### src/rtl/p19_nanov_sequencer.sv
// Bit-serial instruction sequencer for a nanoV-style core: runs 32-clock passes
// per instruction and brackets loads/stores with a memory wait/shift phase.
module p19_nanov_sequencer (
    input  logic       clk_i,
    input  logic       rst_i,
    input  logic       instr_valid_i,
    input  logic [4:0] instr_op_i,
    input  logic [2:0] instr_f3_i,
    input  logic [4:0] instr_rs1_i,
    input  logic       instr_b25_i,
    input  logic       mem_ack_i,
    output logic       instr_ready_o,
    output logic [4:0] counter_o,
    output logic [2:0] cycle_o,
    output logic       mem_req_o,
    output logic       mem_is_store_o,
    output logic       shift_data_out_o,
    output logic       busy_o
);

    typedef enum logic [1:0] {
        S_IDLE      = 2'd0,
        S_EXEC      = 2'd1,
        S_MEM_WAIT  = 2'd2,
        S_MEM_SHIFT = 2'd3
    } state_t;

    state_t     state_q, state_d;
    logic [4:0] counter_q, counter_d;
    logic [2:0] cycle_q, cycle_d;
    logic [4:0] op_q, op_d;
    logic [2:0] f3_q, f3_d;
    logic [4:0] rs1_q, rs1_d;
    logic       b25_q, b25_d;

    logic       is_store, is_load, is_fast, is_slow;
    logic       is_mul, is_alu, is_shift, is_jump, is_branch;
    logic [2:0] last_cycle;
    logic       last_beat;
    logic       mem_due;
    logic       new_is_fast;
    logic       take_next;

    // Decode of the captured instruction; these fields only move on acceptance.
    assign is_store  = (op_q == 5'b01000);
    assign is_load   = (op_q == 5'b00000);
    assign is_fast   = is_load && (rs1_q == 5'b00100);
    assign is_slow   = is_load && !is_fast;
    assign is_mul    = (op_q == 5'b01100) && b25_q;
    assign is_alu    = (op_q[2:0] == 3'b100) && !is_mul;
    assign is_shift  = (f3_q == 3'b001) || (f3_q == 3'b101);
    assign is_jump   = (op_q[4:3] == 2'b11) && op_q[0];
    assign is_branch = (op_q == 5'b11000);

    always_comb begin
        last_cycle = 3'd0;
        if (is_slow) begin
            last_cycle = 3'd2;
        end else if (is_mul || is_jump || is_branch || (is_alu && is_shift)) begin
            last_cycle = 3'd1;
        end
    end

    assign last_beat   = (counter_q == 5'd31);
    assign mem_due     = (cycle_q == 3'd0) && (is_store || is_slow);
    assign new_is_fast = (instr_op_i == 5'b00000) && (instr_rs1_i == 5'b00100);

    always_ff @(posedge clk_i or posedge rst_i) begin
        if (rst_i) begin
            state_q   <= S_IDLE;
            counter_q <= 5'd0;
            cycle_q   <= 3'd0;
            op_q      <= 5'd0;
            f3_q      <= 3'd0;
            rs1_q     <= 5'd0;
            b25_q     <= 1'b0;
        end else begin
            state_q   <= state_d;
            counter_q <= counter_d;
            cycle_q   <= cycle_d;
            op_q      <= op_d;
            f3_q      <= f3_d;
            rs1_q     <= rs1_d;
            b25_q     <= b25_d;
        end
    end

    always_comb begin
        state_d   = state_q;
        counter_d = counter_q;
        cycle_d   = cycle_q;
        op_d      = op_q;
        f3_d      = f3_q;
        rs1_d     = rs1_q;
        b25_d     = b25_q;
        take_next = 1'b0;

        case (state_q)
            S_IDLE: begin
                take_next = 1'b1;
            end
            S_EXEC: begin
                counter_d = counter_q + 5'd1;
                if (last_beat) begin
                    if (mem_due) begin
                        state_d = S_MEM_WAIT;
                        cycle_d = is_slow ? 3'd1 : 3'd0;
                    end else if (cycle_q == last_cycle) begin
                        take_next = 1'b1;
                    end else begin
                        cycle_d = cycle_q + 3'd1;
                    end
                end
            end
            S_MEM_WAIT: begin
                counter_d = 5'd0;
                if (mem_ack_i) begin
                    state_d = S_MEM_SHIFT;
                end
            end
            S_MEM_SHIFT: begin
                counter_d = counter_q + 5'd1;
                if (last_beat) begin
                    if (is_store) begin
                        take_next = 1'b1;
                    end else begin
                        state_d = S_EXEC;
                        cycle_d = is_slow ? 3'd2 : 3'd0;
                    end
                end
            end
            default: begin
                state_d = S_IDLE;
            end
        endcase

        // Retirement and idle share one path: accept back-to-back or drop to IDLE.
        if (take_next) begin
            counter_d = 5'd0;
            cycle_d   = 3'd0;
            if (instr_valid_i) begin
                op_d    = instr_op_i;
                f3_d    = instr_f3_i;
                rs1_d   = instr_rs1_i;
                b25_d   = instr_b25_i;
                state_d = new_is_fast ? S_MEM_WAIT : S_EXEC;
            end else begin
                state_d = S_IDLE;
            end
        end
    end

    // Outputs depend on registered state only, never on instr_valid_i or mem_ack_i.
    always_comb begin
        busy_o           = (state_q != S_IDLE);
        mem_req_o        = (state_q == S_MEM_WAIT) || (state_q == S_MEM_SHIFT);
        shift_data_out_o = (state_q == S_MEM_SHIFT);
        mem_is_store_o   = mem_req_o && is_store;
        counter_o        = counter_q;
        cycle_o          = cycle_q;
        instr_ready_o    = ((state_q == S_EXEC) && last_beat && !mem_due && (cycle_q == last_cycle))
                        || ((state_q == S_MEM_SHIFT) && last_beat && is_store);
    end

endmodule

### config.mk
export PLATFORM = sky130hd
export DESIGN_NAME = p19_nanov_sequencer
export DESIGN_NICKNAME = d
export VERILOG_FILES = /design/src/rtl/p19_nanov_sequencer.sv
export SDC_FILE = /design/constraint.sdc
export NUM_CORES = 1
export LEC_CHECK = 0
export ABC_AREA = 1
export BUFFER_PORTS_ARGS = -buffer_cell sky130_fd_sc_hd__buf_2
export CAP_MARGIN = 20
export CORE_MARGIN = 10
export CORE_UTILIZATION = 37
export CTS_CLUSTER_SIZE = 30
export DETAILED_ROUTE_END_ITERATION = 7
export SLEW_MARGIN = 20
export SYNTH_ARGS = -nofsm -noshare
export SYNTH_HDL_FRONTEND = slang
export SYNTH_SLANG_ARGS = --single-unit
### constraint.sdc
create_clock -name clk_i -period 3.79 [get_ports clk_i]
set_input_delay 0.1895 -clock clk_i [delete_from_list [all_inputs] [get_ports clk_i]]
set_output_delay 0.1895 -clock clk_i [all_outputs]
set_load 0.02 [all_outputs]
==> flow_summary.toml, run 1 <==
[outcome]
status = "finished, final reports clean"

[layout]
synthToLayoutAreaGrowth_pct = 13.3
drive_above_1_share_pct = 23.1
layout_commonest_cell = "nand2_1"
nets = 271
diodes = 0
final_cell_mix = "nand2_1 (70), inv_1 (31), buf_2 (29), dfrtp_1 (23), nand3_1 (15)"

[sta]
worst_pin_slew_ps = 914
layout_worst_path_cycle_share_pct = 58.0
relSlewSlack_pct = 39.0
slew_viol_final = 0
fmax_mhz = 455
layout_setup_ws_ps = 1590
hold_violations = 0
rsz0062_at_grt = "false"
clock_skew_ps = 4.77
setup_viol_count_final = 0
fin_crit_ps = 2200
fin_tns_setup_ps = 0

[synthesis]
synthDistinctLibCells = 30
synth_simple_gate_area_share_pct = 35.8
synthesis.area_um2 = 1590
ys_ff_latch = 23
avgSynthCellArea_um2 = 7.45
ys_seq_area_share_pct = 36.3
synth_warnings = 0
synth_fa_ha_area_share_pct = 7.89
yosys.area.top_type = "dfrtp_1"
yosys-top-cells-area = "dfrtp_1 (36%), nand2_1 (17%), ha_1 (7.9%)"
synthMuxAreaShare_pct = 0
synth_top_area_share_pct = 36.3
synth-xor-area-share_pct = 0.552
synth_top_family_by_area = "simple AND/OR/NAND/NOR gates"
synth_compound_area_share_pct = 8.83
netlist_instances = 213
syn_nets = 241

[min_path]
worst_hold_path_type = "in2async"

[power]
p_sw_mw = 0.673
power_frac_comb_pct = 57.1
p_int_mw = 0.696
power_density_nw_per_um2 = 761
vdd_drop_max_uv = 352
leakage_nw = 1.04
clkPwrFrac_pct = 11.0
power_frac_seq_pct = 31.9
swShare_pct = 49.2

[flow_run]
drv_cap = 0

[critical_path]
crit_start = "op_q[0]"
path_class = "reg2reg"
critPathRequiredTime_ps = 3940
worst_setup_path_end_kind = "register"
r2r-start = "op_q[0]"
crit_fanout = 20
start_kind = "register"
arrival_ps = 2340

[clocking]
cts_tree = "yes"
cts_buffers = 3
cts-root-buf = "clkbuf_8"
clkSinkCount = 23
cts_buffer_depth = 2
postCtsSetupBuffers = 0
cts_resized = 0
clk_latency_ps = 260
clk_pin_slew_worst_paths_ps = 80
postCtsHoldBufs = 0
htreeDepth = 1

[detailed_routing]
vias = 1380
post-route-drc-count = 0
antenna_left = 0
routed_wl_um = 3480
wl_per_cell_um = 11.9
drtIter0Drc = 54
firstDrtPassIters = 5
viasPerCell = 4.73

[floorplanning]
start_util_pct = 38.8
core-area_um2 = 4090
fp-row-count = 23
die_x_um = 85.5
io_pins = 31
die_area_um2 = 7310
die_y_um = 85.5

[place]
io_buffers = 29
gp_congestion = 0.797
dp_hpwl_um = 2760
dp_slack_ps = 1620

[global_route]
grt_usage_pct = 9.77
grt.overflow.total = 0
grt_max_degree = 24
antenna_found_initial = 0
grt_pass1_vias = 1420
grt_pass1_wl_um = 6110
power by group through the flow:
stage / registers [mW] / logic, mW / clock network, mW
after floorplan: 0.446 / 0.635 / 0
after global placement: 0.444 / 0.777 / 0
after detailed placement: 0.443 / 0.787 / 0
after CTS: 0.438 / 0.790 / 0.157
after global routing: 0.453 / 0.905 / 0.168
final: 0.437 / 0.781 / 0.151
cells in the mapped netlist:
cell type / n
xor2_1: 1
nand3_1: 15
nand3b_1: 1
inv_1: 31
o21ai_0: 2
nand2_2: 4
buf_8: 1
clkbuf_1: 1
nor2_1: 13
and2_1: 1
nor3_1: 2
a21oi_1: 3
o21bai_1: 1
a211oi_1: 2
o221ai_1: 1
o21a_1: 1
o211ai_1: 2
buf_6: 2
nor2_4: 1
nor2_2: 4
dfrtp_1: 23
or2_2: 1
o21ai_2: 7
nand3_2: 1
nand2_1: 70
nand4_1: 6
nand2_4: 2
ha_1: 10
inv_2: 3
nor2_8: 1
routing by layer:
layer  part of all wire [%]  vias to the layer above  track usage [%]
li1                       -                      725                -
met3                    3.9                        2             2.96
met5                      0                        -                0
met1                     49                      635             11.9
met4                   0.78                        0             2.25
met2                     46                       18             16.3
state kept, by name (all words and copies together), names as in the netlist:
name,flops
counter_o,5
f3_q,2
rs1_q,5
b25_q,1
cycle_o,3
op_q,5
state_q,2
cell families after synthesis:
group | after synthesis
flops | 23
simple gates | 122
xor+xnor | 1
buf+inv | 38
compound gates | 19
fa+ha+maj | 10
worst max-delay path, cell delays in order (launching register included):
cell and delay, ps:
dfrtp_1 440, nor2_4 160, nand2_1 80, nor2_2 110, nand2_2 80, nand2_1 60, nand2_1 60, nor2_2 140
nand3_2 90, nand2_2 80, nand2_4 80, nand2_4 170, nand2_2 300, nand2_1 170, o21ai_2 60
final cells by class:
cell class | instances | area [um2]
fill | 444 | 2290
inverter | 34 | 128
clock buffer | 4 | 45.0
timing repair buffer | 29 | 145
tap | 50 | 62.6
sequential | 23 | 576
multi-input combinational | 152 | 842
per-stage QoR:
stage / std cells / hold slack (ps) / area, um2 / power, mW / utilization (%)
6_report: 292 / 118 / 1800 / 1.37 / 44.0
5_1_grt: 292 / 171 / 1800 / 1.53 / 44.0
4_1_cts: 292 / 141 / 1800 / 1.38 / 44.0
3_5_place_dp: 288 / 422 / 1750 / 1.23 / 42.9
3_3_place_gp: 288 / 420 / 1750 / 1.22 / 42.9
2_1_floorplan: 213 / 191 / 1590 / 1.08 / -
worst paths after layout:
| path | endpoint | slack [ps] | cells after the start |
|---|---|---|---|
| max | op_q[3] | 1590 | 14 |
| min | b25_q | 120 | 2 |
| max reg2reg | op_q[3] | 1590 | 14 |
| min reg2reg | f3_q[1] | 470 | 2 |
| max in group asynchronous | counter_o[1] | 3120 | 2 |
| min in group clk_i | f3_q[1] | 150 | 3 |
Power figures use the tool's default switching activity.
==> inputs of run 2 (changes only) <==
--- a/config.mk
+++ b/config.mk
@@ -5,7 +5,7 @@
 export SDC_FILE = /design/constraint.sdc
 export NUM_CORES = 1
 export LEC_CHECK = 0
-export ABC_AREA = 1
+export ABC_AREA = 0
 export BUFFER_PORTS_ARGS = -buffer_cell sky130_fd_sc_hd__buf_2
 export CAP_MARGIN = 20
 export CORE_MARGIN = 10
==> constraint.sdc (replaced) <==
create_clock -name clk_i -period 1.8 [get_ports clk_i]
set_input_delay 0.09 -clock clk_i [delete_from_list [all_inputs] [get_ports clk_i]]
set_output_delay 0.09 -clock clk_i [all_outputs]
set_load 0.02 [all_outputs]
==> run 2 against run 1 <==
The run now ends with setup timing left. Die area down 0.30%. Synthesized area down 0.39%. Sequential share of layout area down 7.7 points. Flip-flop and latch count unchanged. Clock skew up 3.3 ps. Critical endpoint is now cycle_o[1]. Largest power group unchanged. Highest routed layer unchanged.
==> flow_summary.toml, run 2 <==
[outcome]
status = "complete, but fails checks"
failed_checks = "setup timing"

[synthesis]
syn_nets = 178
yosysMostFrequentCell = "dfrtp_1"
netlist_instances = 150
async_flop_share_pct = 100
synth_top_area_share_pct = 36.4
ys_ff_latch = 23
synth_edf_count = 0
yosys.area.top_type = "dfrtp_1"
ys_seq_area_share_pct = 36.4
synth_ff_type = "dfrtp_1"
avgSynthCellArea_um2 = 10.5
synthTopCellsByCount = "dfrtp_1 (23), inv_1 (11), ha_1 (10), mux2_4 (10), nor2_1 (10)"
synthDistinctLibCells = 51
synth_warnings = 0
yosys-top-cells-area = "dfrtp_1 (36%), mux2_4 (9.5%), ha_1 (7.9%)"
synthesis.area_um2 = 1580

[critical_path]
r2r_slack_ps = -640
crit_fanout = 5
arrival_ps = 2650
start_kind = "register"
critPathRequiredTime_ps = 2010
reg2regPathDepth = 7
r2r-start = "op_q[0]"
worst_setup_path_end_kind = "register"
reg2reg_to = "cycle_o[1]"
path_class = "reg2reg"

[detailed_routing]
antenna_left = 0
post-route-drc-count = 0
firstDrtPassIters = 4
wl_per_cell_um = 17.5
viasPerCell = 5.36
vias = 1527
drtIter0Drc = 79
routed_wl_um = 4980

[power]
power_density_nw_per_um2 = 1660
power_frac_seq_pct = 23.8
swShare_pct = 41.5
clkPwrFrac_pct = 8.8
power_mw = 3.97
p_sw_mw = 1.65
leakage_nw = 1.17
vdd_drop_max_uv = 877
p_int_mw = 2.33
power_frac_comb_pct = 67.5

[min_path]
worst_hold_path_type = "in2reg"
whs_path_depth = 2
holdCritStartpoint = "instr_f3_i[1]"
whs_endpoint = "f3_q[1]"

[layout]
nFillCells = 333
final_cell_count_no_fill = 285
diodes = 0
drive_above_1_share_pct = 55.3
final_cell_mix = "buf_4 (53), buf_2 (27), dfrtp_1 (19), mux2_4 (12)"
post-route-util_pct = 58.8
ff_latch_area_um2 = 581
layout_commonest_cell = "buf_4"
nets = 264
multi_input_area_um2 = 1060
synthToLayoutAreaGrowth_pct = 51.0

[floorplanning]
die_y_um = 85.4
io_pins = 31
core-area_um2 = 4060
start_util_pct = 38.9
die_x_um = 85.4
fp-row-count = 23
die_area_um2 = 7280

[global_route]
grt_max_degree = 15
grt_pass1_vias = 1732
grt_usage_pct = 13.8
grt_pass1_wl_um = 8310
grt.overflow.total = 0
antenna_found_initial = 0

[sta]
slew_viol_final = 0
rsz0062_at_grt = "true"
fin_crit_ps = 2440
layout_setup_ws_ps = -640
fmax_mhz = 410
hold_violations = 0
worst_pin_slew_ps = 502
fin_tns_setup_ps = -13900
layout_worst_path_cycle_share_pct = 136
clock_skew_ps = 8.10
relSlewSlack_pct = 66.1
setup_viol_count_final = 25

[clocking]
clkSinkCount = 23
cts-root-buf = "clkbuf_8"
htreeDepth = 1
cts_buffer_depth = 2
cts_tree = "yes"
clk_latency_ps = 280
cts_buffers = 3
clk_pin_slew_worst_paths_ps = 100

[place]
gp_congestion = 0.870
dp_cells = 276
dp_hpwl_um = 3640
io_buffers = 29

[flow_run]
drv_cap = 0
==> run 2: cell types whose count changed in the layout (fill, tap and decap cells not counted), moves of 4 or more <==
cell     delta
mux2_4     +12
nand4_1     -5
buf_4      +53
nor2_2      -4
dfrtp_1     -4
nand2_1    -66
a32o_1      +4
inv_1      -21
nor2b_1     +7
o21ai_2     -6
nand3_1    -12
dfrtp_2     +4
==> run 2: power groups by stage <==
stage / sequential, mW / combinational [mW] / clock, mW
final: 0.944 / 2.68 / 0.348
after floorplan: 1.04 / 1.27 / 0
after global routing: 0.972 / 2.90 / 0.376
after global placement: 0.930 / 2.32 / 0
after CTS: 0.930 / 2.59 / 0.356
after detailed placement: 0.940 / 2.38 / 0
==> run 2: how the worst max path moves through the flow <==
| stage | cells past startpoint | start | end | slack (ps) |
|---|---|---|---|---|
| 2_1_floorplan | 7 | op_q[4] | b25_q | -520 |
| 3_3_place_gp | 7 | op_q[4] | cycle_o[1] | -480 |
| 3_5_place_dp | 7 | op_q[4] | cycle_o[0] | -540 |
| 4_1_cts | 7 | op_q[4] | cycle_o[2] | -580 |
| 5_1_grt | 7 | op_q[4] | cycle_o[0] | -720 |
| 6_report | 7 | op_q[0] | cycle_o[1] | -640 |
==> run 2: kinds of logic after synthesis <==
family	after synthesis	share of synthesized area [%]
muxes	16	13.6
DFF	23	36.4
and+or+nand+nor	50	18.1
AOI/OAI and AO/OA	36	19.4
adders and majority gates	10	7.92
buffers and inverters	15	4.51
==> run 2: per-stage QoR <==
step	hold slack (ps)	worst slack (ps)	area, um2
2_1_floorplan	91.6	-524	1630
3_3_place_gp	114	-479	2200
3_5_place_dp	115	-535	2200
4_1_cts	35.0	-583	2360
5_1_grt	41.1	-718	2390
6_report	41.6	-640	2390
==> run 2: critical path, stage by stage (launching register included) <==
cell and delay (ps):
dfrtp_1 480, or4_4 470, a22o_4 280, o31ai_2 270
a21oi_2 70, buf_4 150, or4_4 510, o2bb2ai_2 130
==> run 2: repair_timing <==
action,in CTS,in global routing
cloned,0,0
buffers inserted,4,0
endpoints found under the hold margin,10,0
endpoints found under the setup margin,25,25
pin swaps,8,1
hold buffers,1,0
gates resized for setup,15,4
==> run 2: layout make-up <==
class | count | area share (%)
Clock buffer | 3 | 1.73
Inverter | 11 | 1.73
Tap cell | 50 | 2.62
Clock inverter | 1 | 0.315
Sequential cell | 23 | 24.3
Multi-Input combinational cell | 112 | 44.3
Timing Repair Buffer | 85 | 25.0
==> run 2: metal layers <==
layer | routed length (um) | share of wire (%) | GRT usage, % | vias to the layer above
li1 | - | - | - | 732
met1 | 1990 | 40 | 14.5 | 750
met2 | 2700 | 54 | 26.6 | 37
met5 | 0 | 0 | 0 | -
met4 | 62 | 1.2 | 3.89 | 0
met3 | 221 | 4.4 | 3.15 | 8
